==> config.mk <==
export PLATFORM = sky130hd
export DESIGN_NAME = ml_bit_packer
export DESIGN_NICKNAME = d
export VERILOG_FILES = /design/src/rtl/ml_bit_packer.sv
export SDC_FILE = /design/constraint.sdc
export NUM_CORES = 1
export LEC_CHECK = 0
export BUFFER_PORTS_ARGS = -buffer_cell sky130_fd_sc_hd__buf_2
export CORE_MARGIN = 5
export CORE_UTILIZATION = 50
export CTS_CLUSTER_DIAMETER = 120
export DETAILED_ROUTE_END_ITERATION = 8
export GPL_ROUTABILITY_DRIVEN = 0
export PLACE_DENSITY = 0.7
export SLEW_MARGIN = 10
export SYNTH_ARGS = -nofsm -noshare
export SYNTH_HDL_FRONTEND = slang
export SYNTH_SLANG_ARGS = --single-unit
==> constraint.sdc <==
create_clock -name i_clk -period 6.36 [get_ports i_clk]
set_clock_uncertainty 0.15 [all_clocks]
set_input_delay 1.908 -clock i_clk [delete_from_list [all_inputs] [get_ports i_clk]]
set_output_delay 1.908 -clock i_clk [all_outputs]
set_load 0.01 [all_outputs]
==> src/rtl/ml_bit_packer.sv <==
// Packs PACK hard bits into words with a min-|LLR| reliability figure; 1-cycle push-to-visible latency.
// Backpressure: o_rd_rdy drops when the 2-entry output buffer is full, decoded from registered occupancy.

module ml_bit_packer_fifo #(
  parameter int W     = 8,
  parameter int DEPTH = 2,
  parameter int CNT_W = $clog2(DEPTH + 1)
) (
  input  logic             core_clk,
  input  logic             arst_n,
  input  logic             wr_vld,
  input  logic [W-1:0]     wr_dat,
  input  logic             rd_rdy,
  output logic [W-1:0]     rd_dat,
  output logic [CNT_W-1:0] cnt
);
  localparam int AW = (DEPTH > 1) ? $clog2(DEPTH) : 1;

  logic [W-1:0]  mem [DEPTH];
  logic [AW-1:0] wr_ptr;
  logic [AW-1:0] rd_ptr;
  logic          do_wr;
  logic          do_rd;

  assign do_wr  = wr_vld && (cnt != CNT_W'(DEPTH));
  assign do_rd  = rd_rdy && (cnt != '0);
  assign rd_dat = mem[rd_ptr];

  always_ff @(posedge core_clk or negedge arst_n) begin
    if (!arst_n) begin
      for (int i = 0; i < DEPTH; i++) mem[i] <= '0;
      wr_ptr <= '0;
      rd_ptr <= '0;
      cnt    <= '0;
    end else begin
      if (do_wr) begin
        mem[wr_ptr] <= wr_dat;
        wr_ptr      <= (wr_ptr == AW'(DEPTH - 1)) ? '0 : wr_ptr + AW'(1);
      end
      if (do_rd) rd_ptr <= (rd_ptr == AW'(DEPTH - 1)) ? '0 : rd_ptr + AW'(1);
      cnt <= cnt + CNT_W'(do_wr) - CNT_W'(do_rd);
    end
  end
endmodule

module ml_bit_packer #(
  parameter int LLR_W = 8,
  parameter int PACK  = 8,
  parameter int LEN_W = 4
) (
  input  logic                    i_clk,
  input  logic                    i_reset,
  input  logic                    i_rd_vld,
  input  logic signed [LLR_W-1:0] i_llr,
  input  logic                    i_hard_bit,
  output logic                    o_rd_rdy,
  input  logic                    i_flush,
  output logic                    o_word_vld,
  output logic [PACK-1:0]         o_word,
  output logic [LEN_W-1:0]        o_word_len,
  output logic [LLR_W-2:0]        o_min_rel,
  input  logic                    i_word_rdy,
  output logic                    o_busy
);
  localparam int DEPTH = 2;
  localparam int CNT_W = 2;

  typedef enum logic {S_EMPTY = 1'b0, S_FILL = 1'b1} state_t;

  typedef struct packed {
    logic [PACK-1:0]  word;
    logic [LEN_W-1:0] len;
    logic [LLR_W-2:0] min_rel;
  } word_t;

  state_t           state, state_d;
  logic [PACK-1:0]  acc, acc_d, acc_nxt;
  logic [LEN_W-1:0] cnt, cnt_d, cnt_nxt;
  logic [LLR_W-2:0] min_run, min_d, min_nxt;
  logic [LLR_W-1:0] neg_llr;
  logic [LLR_W-2:0] mag;
  logic             bit_acc;
  logic             flush_acc;
  logic             full_nxt;
  logic             push;
  logic             pop;
  word_t            push_dat;
  word_t            head_dat;
  logic [CNT_W-1:0] occ;

  assign o_rd_rdy  = (occ != CNT_W'(DEPTH));
  assign bit_acc   = i_rd_vld && o_rd_rdy;
  assign flush_acc = i_flush && o_rd_rdy;
  assign neg_llr   = -i_llr;

  // Most negative LLR has no positive twin; saturate it to the largest magnitude.
  always_comb begin
    mag = '1;
    if (i_llr == {1'b1, {(LLR_W-1){1'b0}}}) mag = '1;
    else if (i_llr[LLR_W-1])                mag = neg_llr[LLR_W-2:0];
    else                                    mag = i_llr[LLR_W-2:0];
  end

  always_comb begin
    acc_nxt  = acc | (bit_acc ? (PACK'(i_hard_bit) << cnt) : '0);
    cnt_nxt  = cnt + LEN_W'(bit_acc);
    min_nxt  = (bit_acc && (mag < min_run)) ? mag : min_run;
    full_nxt = (cnt_nxt == LEN_W'(PACK));
  end

  always_comb begin
    state_d = state;
    acc_d   = acc;
    cnt_d   = cnt;
    min_d   = min_run;
    push    = 1'b0;
    case (state)
      S_EMPTY: push = bit_acc && (flush_acc || full_nxt);
      S_FILL:  push = flush_acc || (bit_acc && full_nxt);
      default: push = 1'b0;
    endcase
    if (push) begin
      state_d = S_EMPTY;
      acc_d   = '0;
      cnt_d   = '0;
      min_d   = '1;
    end else if (bit_acc) begin
      state_d = S_FILL;
      acc_d   = acc_nxt;
      cnt_d   = cnt_nxt;
      min_d   = min_nxt;
    end
  end

  always_ff @(posedge i_clk or negedge i_reset) begin
    if (!i_reset) begin
      state   <= S_EMPTY;
      acc     <= '0;
      cnt     <= '0;
      min_run <= '1;
    end else begin
      state   <= state_d;
      acc     <= acc_d;
      cnt     <= cnt_d;
      min_run <= min_d;
    end
  end

  assign push_dat = '{word: acc_nxt, len: cnt_nxt, min_rel: min_nxt};
  assign pop      = o_word_vld && i_word_rdy;

  ml_bit_packer_fifo #(
    .W     ($bits(word_t)),
    .DEPTH (DEPTH),
    .CNT_W (CNT_W)
  ) u_out_fifo (
    .core_clk (i_clk),
    .arst_n   (i_reset),
    .wr_vld   (push),
    .wr_dat   (push_dat),
    .rd_rdy   (pop),
    .rd_dat   (head_dat),
    .cnt      (occ)
  );

  assign o_word_vld = (occ != '0);
  assign o_word     = head_dat.word;
  assign o_word_len = head_dat.len;
  assign o_min_rel  = head_dat.min_rel;
  assign o_busy     = (cnt != '0) || (occ != '0);
endmodule

## After elaboration in Yosys (flattened, before gate mapping)

Cells that the tools add are included.

- Shift operators: 1
- Reductions and logical operators: 15
- Add/subtract/negate cells: 6
- Mux-type cells: 21
- Equal/unequal tests: 3
- Order comparisons: 4
- Bitwise operators: 4

Operators with widths:

| kind | number |
|---|---|
| 19-bit two-way mux | 4 |
| 38-bit bitwise mux | 1 |
| 7-bit two-way mux | 5 |
| 8-bit two-way mux | 3 |
| 19-bit demux with 1-bit select | 1 |
| 1-bit logical AND | 9 |
| 8-bit == test, second input constant | 1 |
| 4-bit two-way mux | 2 |
| 8-bit bitwise OR | 1 |
| 1-bit by 4-bit left shift with 8-bit output | 1 |
| 7-bit less-than comparator | 1 |
| 7-bit negator | 1 |
| 4-bit by 1-bit adder with 4-bit output | 1 |
| 4-bit == test, second input constant | 1 |
| 2-bit >= comparator, second input constant | 2 |
| 1-bit two-way mux | 4 |
| 1-bit inverter with 2-bit output | 2 |
| 2-bit nonzero test | 2 |
| 4-bit nonzero test | 1 |
| 1-bit logical OR | 3 |
| 1-bit adder, second input constant | 2 |
| 2-bit by 1-bit adder with 2-bit output | 1 |
| 2-bit by 1-bit less-than comparator with 1-bit output, second input constant | 1 |
| 2-bit != test, second input constant | 1 |
| 3 further kinds | 3 |

- Output and inout port bits: 22
- Register bits: 62
- Input bits: 14
- Word-level logic and storage cells: 63

## Depth between registers and ports, before layout

Gate-level depths: netlist of run 1.

- Depth in word-level cells: 10
- Gate-level depth with buffers: 14
- Mapped depth without buffers: 13

## Hierarchy

From an unflattened synthesis of run 1, not the netlist that was laid out.

- Cells, all modules: 270
- Area, all modules: 3,343.2 sq um

By module, submodules not included:

| module | instances | area each (sq um) | cells each | sequential area each (sq um) |
|---|---|---|---|---|
| ml_bit_packer_fifo | 1 | 1,928.1 | 117 | 1,051.0 |
| ml_bit_packer | 1 | 1,415.1 | 153 | 509.2 |

## Worst setup path before layout of run 1

Ideal clock, no wire load.

- Kind: input to register
- Start point: input i_llr[0]
- End point: register u_out_fifo.mem[22] (netlist bit)
- Arrival time: 4.627 ns
- Data required time: 6.076 ns
- Setup time: 0.134 ns
- Cell stages on the path: 14
- Slack: 1.449 ns
- Cell sequence: inv_1 -> ha_1 -> nor3b_1 -> nand2_1 -> or2_2 -> a31oi_1 -> ha_1 -> o21a_1 -> o21ai_0 -> a31oi_1 -> or4_1 -> buf_2 -> mux2i_1 -> o21ai_0

- Word-level cells in the longest chain between the ends: 7

RTL lines:

| item | line | RTL |
|---|---|---|
| from (decl) | 54 | `input logic signed [LLR_W-1:0] i_llr,` |
| 7-bit negator | 94 | `assign neg_llr = -i_llr;` |
| 7-bit two-way mux | 100 | `else if (i_llr[LLR_W-1]) mag = neg_llr[LLR_W-2:0];` |
| 7-bit two-way mux * | 99 | `if (i_llr == {1'b1, {(LLR_W-1){1'b0}}}) mag = '1;` |
| 7-bit less-than comparator | 107 | `min_nxt = (bit_acc && (mag < min_run)) ? mag : min_run;` |
| 1-bit logical AND | 107 |  |
| 7-bit two-way mux * | 107 |  |
| 38-bit bitwise mux * | 37 | `mem[wr_ptr] <= wr_dat;` |
| to (signal, indexed assignment) | 37 |  |
| to (decl) | 19 | `logic [W-1:0] mem [DEPTH];` |

Mark *: on every way between the ends. The rest lies on a longest branch, timed or not.
A chain may end at the register's enable or synchronous reset.

## Worst setup path after layout of run 1

Same ends and word-level chain as after synthesis.

==> results of run 1 <==
[placed cells by master, fill, tap and decap left out, drive strengths merged, types with 2 or more instances in the layout]
master  instances
buf            37
nor3            2
clkinv          4
clkbuf         10
nor2           36
a21oi          31
a211oi          2
inv            17
nand3           3
xor2            3
o21a            2
mux2           23
o21ai          23
dfstp           7
nor3b           3
nand2b          2
a211o           2
dfrtp          55
nor4            2
a31oi           4
and3b           2
xnor2           4
and2            2
or2             2
nand2          37
ha             11
mux2i           8
[worst reg2reg max path: stages, from the launching register on]
cell      delay (ns)
dfrtp_1         0.39
nand2b_1        0.19
nand2_1         0.27
inv_1           0.18
ha_1            0.26
ha_1            0.25
nor2_1          0.12
nand2_1         0.06
a211o_1         0.38
a211oi_4        0.88
mux2_2          0.42
[power breakdown]
part / leakage (uW) / internal [uW] / switching [uW] / total (uW)
sequential: 0.000761 / 554 / 104 / 658
combinational: 0.000834 / 303 / 348 / 651
clock: 0.000102 / 190 / 150 / 340
total: 0.00170 / 1050 / 602 / 1650
[stage by stage]
step	power, uW	hold WS, ns	util	setup slack [ns]
floorplan	1130	0.296	-	1.45
global placement	1310	0.312	0.556	0.965
detailed placement	1330	0.316	0.556	0.887
CTS	1670	0.332	0.589	1.21
global route	1780	0.351	0.589	0.922
finish	1650	0.327	0.589	1.19
[layout make-up]
cell class,count,area share
Sequential cell,62,0.442
Multi-Input combinational cell,214,0.399
Timing Repair Buffer,37,0.0575
Clock buffer,10,0.0390
Tap cell,75,0.0266
Inverter,17,0.0181
Clock inverter,6,0.0174
[final timing paths]
path	from	to	cells past startpoint
hold / removal	u_out_fifo.mem[36]	u_out_fifo.mem[36]	2
hold reg to reg	u_out_fifo.mem[36]	u_out_fifo.mem[36]	2
min in group asynchronous	i_reset	u_out_fifo.mem[21]	2
setup reg to reg	u_out_fifo.cnt[0]	u_out_fifo.mem[8]	10
max in group asynchronous	i_reset	u_out_fifo.cnt[0]	2
setup / recovery	i_llr[0]	u_out_fifo.mem[22]	14
[cells by family after synthesis]
logic type	after synthesis	share of synthesized area
and+or+nand+nor	97	0.139
AOI/OAI and AO/OA	68	0.140
DFF	62	0.500
buffers and inverters	32	0.0489
muxes	31	0.109
adders and majority gates	11	0.0441
xor gates and xnor gates	7	0.0196
[registers in the layout (all words and copies together), names as in the netlist]
| register | cells |
|---|---|
| u_out_fifo.mem | 38 |
| u_out_fifo.rd_ptr | 1 |
| cnt | 4 |
| state | 1 |
| min_run | 7 |
| u_out_fifo.wr_ptr | 1 |
| acc | 8 |
| u_out_fifo.cnt | 2 |
[metal layers]
metal / global-route usage / vias to the layer above / part of all wire
met5: 0 / - / 0
met2: 0.269 / 30 / 0.48
li1: - / 1117 / -
met3: 0.0618 / 6 / 0.047
met1: 0.224 / 1065 / 0.47
met4: 0.0447 / 0 / 0.0087
==> metrics, run 1 <==
Worst path slowest cell=or4_1; final setup fails=0; CTS root buf=clkbuf_8; Worst Path Required=6.38 ns; largest cells by area after synthesis=dfrtp_1, mux2_2, dfstp_2, nand2_1, ha_1; Clock Latency Late Sink=0.34 ns; row count=28; GRT Overall Usage=0.170; Worst Tran Pin Value=1.10 ns; peak supply drop=0.274 mV; max-cap violation count=0; Yosys cell types=42; Chip Width=89 um; PwrDens=468 nW/um^2; # diodes=0; placed cells=405; r2r setup slk=2.70 ns; drt first pass iters=4; setup TNS=0 ns; most frequent cell after synthesis=dfrtp_1; die footprint=7920 sq um; Syn Inst Count=308; initial antenna violation count=0; Remaining Overflow, GRT=0; io pins=36; largest net degree at the start of global routing=63; Seq/Total Area, Yosys=0.500; final instance area=3530 sq um; HP Class=reg2reg; Slew headroom=0.264; ys async rst share=1.00; CP bufs+invs=2; clock sinks=62; setup bufs post-CTS=0; drt total wl=5.89 mm; critical-path maximum fanout=7; I/O Buffers=35; Tmin final=5.17 ns; CTS tree=built; via count=2218; WL/cell=14.0 um; crit path cell chain=buf_2, inv_1, ha_1, nor3b_1, nand2_1, or2_2, a31oi_1, ha_1, o21a_1, o21ai_0, a31oi_1, or4_1, mux2i_1, o21ai_0; Layout area overhead=13.0%; Final Hold Vio Count=0; Seq cells post-synth=62; Clock Path Buffers=2; PostCTS Resize Cnt=0; Post-DP HPWL=4.09 mm; Setup crit end kind=flop; Synth Warn #=0; CTS Buf Count=9; WP data arrival=5.19 ns; number of global-route vias before repair=2150; Reg area=1560 sq um; fillcell total=515; final std cells w/o fill=421; Period Utilization, post-route=0.813; cell area after placement=3330 sq um; top cell type's share of synthesized area=0.441; share of layout cells above drive strength 1=0.286; startpoint types=primary input; Main synth FF type=dfrtp_1; Synth area leader=dfrtp_1; routed vias/inst=5.27; effective utilization at floorplan=0.521; Pleak=0.00170 uW; CTS Hold Bufs=0; synthesized area=3120 sq um; core area=5990 sq um; average instance area after synthesis=10.1 sq um; Slew Viols, Final=0; status=completed; maximum clock frequency=193 MHz; DRC viols=0; Final #Nets=366; footprint of the multi-input gates=1410 sq um; setup repair after global routing missed its margin=false; CTS H-tree lvls=3; Commonest cells post-synth=dfrtp_1, nand2_1, nor2_1, mux2_2, a21oi_1; Die Y=89 um; Post-synth EDFFs=0; first-pass GRT wire length=10.3 mm; Post-Synthesis Net Count=333; crit-path leading delay family=simple AND/OR/NAND/NOR gates; critical setup path kind=in2reg; drt initial violations=74; Crit path largest cell delay=0.69 ns; clock slew seen by the registers of the worst setup and hold paths=0.07 ns; remaining antenna violation count=0
(Power assumes the default switching activity.)
==> inputs of run 2 (changes only) <==
Clock period 6.36 ns to 4.8 ns, I/O delays scaled along.
==> metrics, run 2 (same netlist as run 1, synthesis figures left out) <==
leading cell type in the layout, fill and taps excluded=dfrtp_1; worst slack at placement=-0.0409 ns (-0.928 ns); CTS tree=built; routed vias/inst=5.35 (+1.6%); WHS=0.330 ns (+0.00284 ns); number of global-route vias before repair=2283 (+6.2%); Slew headroom=0.350 (+0.0854); drt total wl=6.10 mm (+3.6%); core area=5990 sq um (unchanged); DRC viols=0 (unchanged); GRT Overall Usage=0.175 (+0.00512); Total Power=2220 uW (+35%); Top reg by flops=u_out_fifo.mem; Setup crit end kind=flop; maximum clock frequency=221 MHz; HP Class=reg2reg; Worst Path Required=4.86 ns (-1.52 ns); Final Hold Vio Count=0 (unchanged); effective utilization at floorplan=0.521 (unchanged); final setup fails=0 (unchanged); Slew Viols, Final=0 (unchanged); Chip Width=89 um (unchanged); WL/cell=14.4 um (+2.6%); WP data arrival=4.58 ns (-0.61 ns); Die Y=89 um (unchanged); clock sinks=62 (unchanged); CTS Buf Count=9 (unchanged); CTS Hold Bufs=0 (unchanged); Tmin final=4.52 ns; share of layout cells above drive strength 1=0.294 (+0.00816); setup bufs post-CTS=0 (unchanged); max-cap violation count=0 (unchanged); io pins=36 (unchanged); critical-path maximum fanout=7 (unchanged); remaining antenna violation count=0 (unchanged); initial antenna violation count=0 (unchanged); drt first pass iters=4 (unchanged); Remaining Overflow, GRT=0 (unchanged); Final #Nets=371 (+1.4%); critical setup path kind=in2reg; Pleak=0.00172 uW (+1.4%); PostCTS Resize Cnt=0 (unchanged); PwrDens=624 nW/um^2 (+33%); Period Utilization, post-route=0.941; Layout area overhead=14.1%; setup repair after global routing missed its margin=true; # diodes=0 (unchanged); worst setup margin=0.281 ns (-0.908 ns); Finished Core Util=0.594 (+0.00564); via count=2275 (+2.6%); Clock Path Buffers=2 (unchanged); die footprint=7920 sq um (unchanged); startpoint types=primary input; clock slew seen by the registers of the worst setup and hold paths=0.07 ns (about the same); I/O Buffers=35 (unchanged); CTS root buf=clkbuf_8; drt initial violations=45 (-39%); commonest cells after routing, fill and taps aside=dfrtp_1, nand2_1, nor2_1, buf_2, mux2_2; peak supply drop=0.332 mV (+21%); largest net degree at the start of global routing=39 (-38%); max reg flops=38 (unchanged); Clock Latency Late Sink=0.33 ns (about the same); top flop regs=u_out_fifo.mem: 38 flops, acc: 8 flops, min_run: 7 flops; Post-DP HPWL=4.26 mm (+4.1%); first-pass GRT wire length=10.7 mm (+3.0%); Worst Tran Pin Value=0.975 ns (-0.128 ns); row count=28 (unchanged); CTS H-tree lvls=3 (unchanged); status=completed
[run 2: cell type report]
class / count / area (sq um)
multi-input combinational: 214 / 1410
timing repair buffer: 42 / 228
tap: 75 / 93.8
sequential: 62 / 1560
inverter: 17 / 63.8
fill: 548 / 2430
clock buffer: 12 / 165
clock inverter: 3 / 42.5
[run 2: worst paths after layout]
kind / start / end / slack [ns] / cells after the start
min in group asynchronous: i_reset / u_out_fifo.mem[2] / 1.07 / 1
worst max-delay path: i_llr[0] / u_out_fifo.mem[21] / 0.28 / 13
worst min-delay path: u_out_fifo.mem[32] / u_out_fifo.mem[32] / 0.33 / 2
max in group asynchronous: i_reset / min_run[1] / 2.52 / 2
worst min register to register: u_out_fifo.mem[32] / u_out_fifo.mem[32] / 0.33 / 2
worst max register to register: u_out_fifo.cnt[0] / u_out_fifo.mem[3] / 1.72 / 12
[run 2: where the power goes]
part	switching, uW	total (uW)	internal [uW]
logic	467	874	407
clock network	197	476	279
registers	138	873	735
total	803	2220	1420
[run 2: critical path: stages]
cell and delay (ns):
buf_2 0.11, inv_1 0.07, ha_1 0.18, nor3b_1 0.26
nand2_1 0.10, or2_2 0.32, a31oi_1 0.23, ha_1 0.28
a211oi_1 0.27, a31oi_1 0.12, or4_1 0.69, mux2i_1 0.39
o21ai_1 0.12
[run 2: stage by stage]
step	area, sq um	TNS (ns)	std cells
2_1_floorplan	3120	0	308
3_3_place_gp	3350	0	410
3_5_place_dp	3350	-0.188	410
4_1_cts	3560	0	425
5_1_grt	3560	-0.0223	425
6_report	3560	0	425
[run 2: layer usage]
layer / part of all wire / GRT usage / vias up
met5: 0 / 0 / -
met4: 0.011 / 0.0771 / 0
met3: 0.037 / 0.0359 / 5
met2: 0.50 / 0.291 / 30
met1: 0.45 / 0.222 / 1110
li1: - / - / 1130
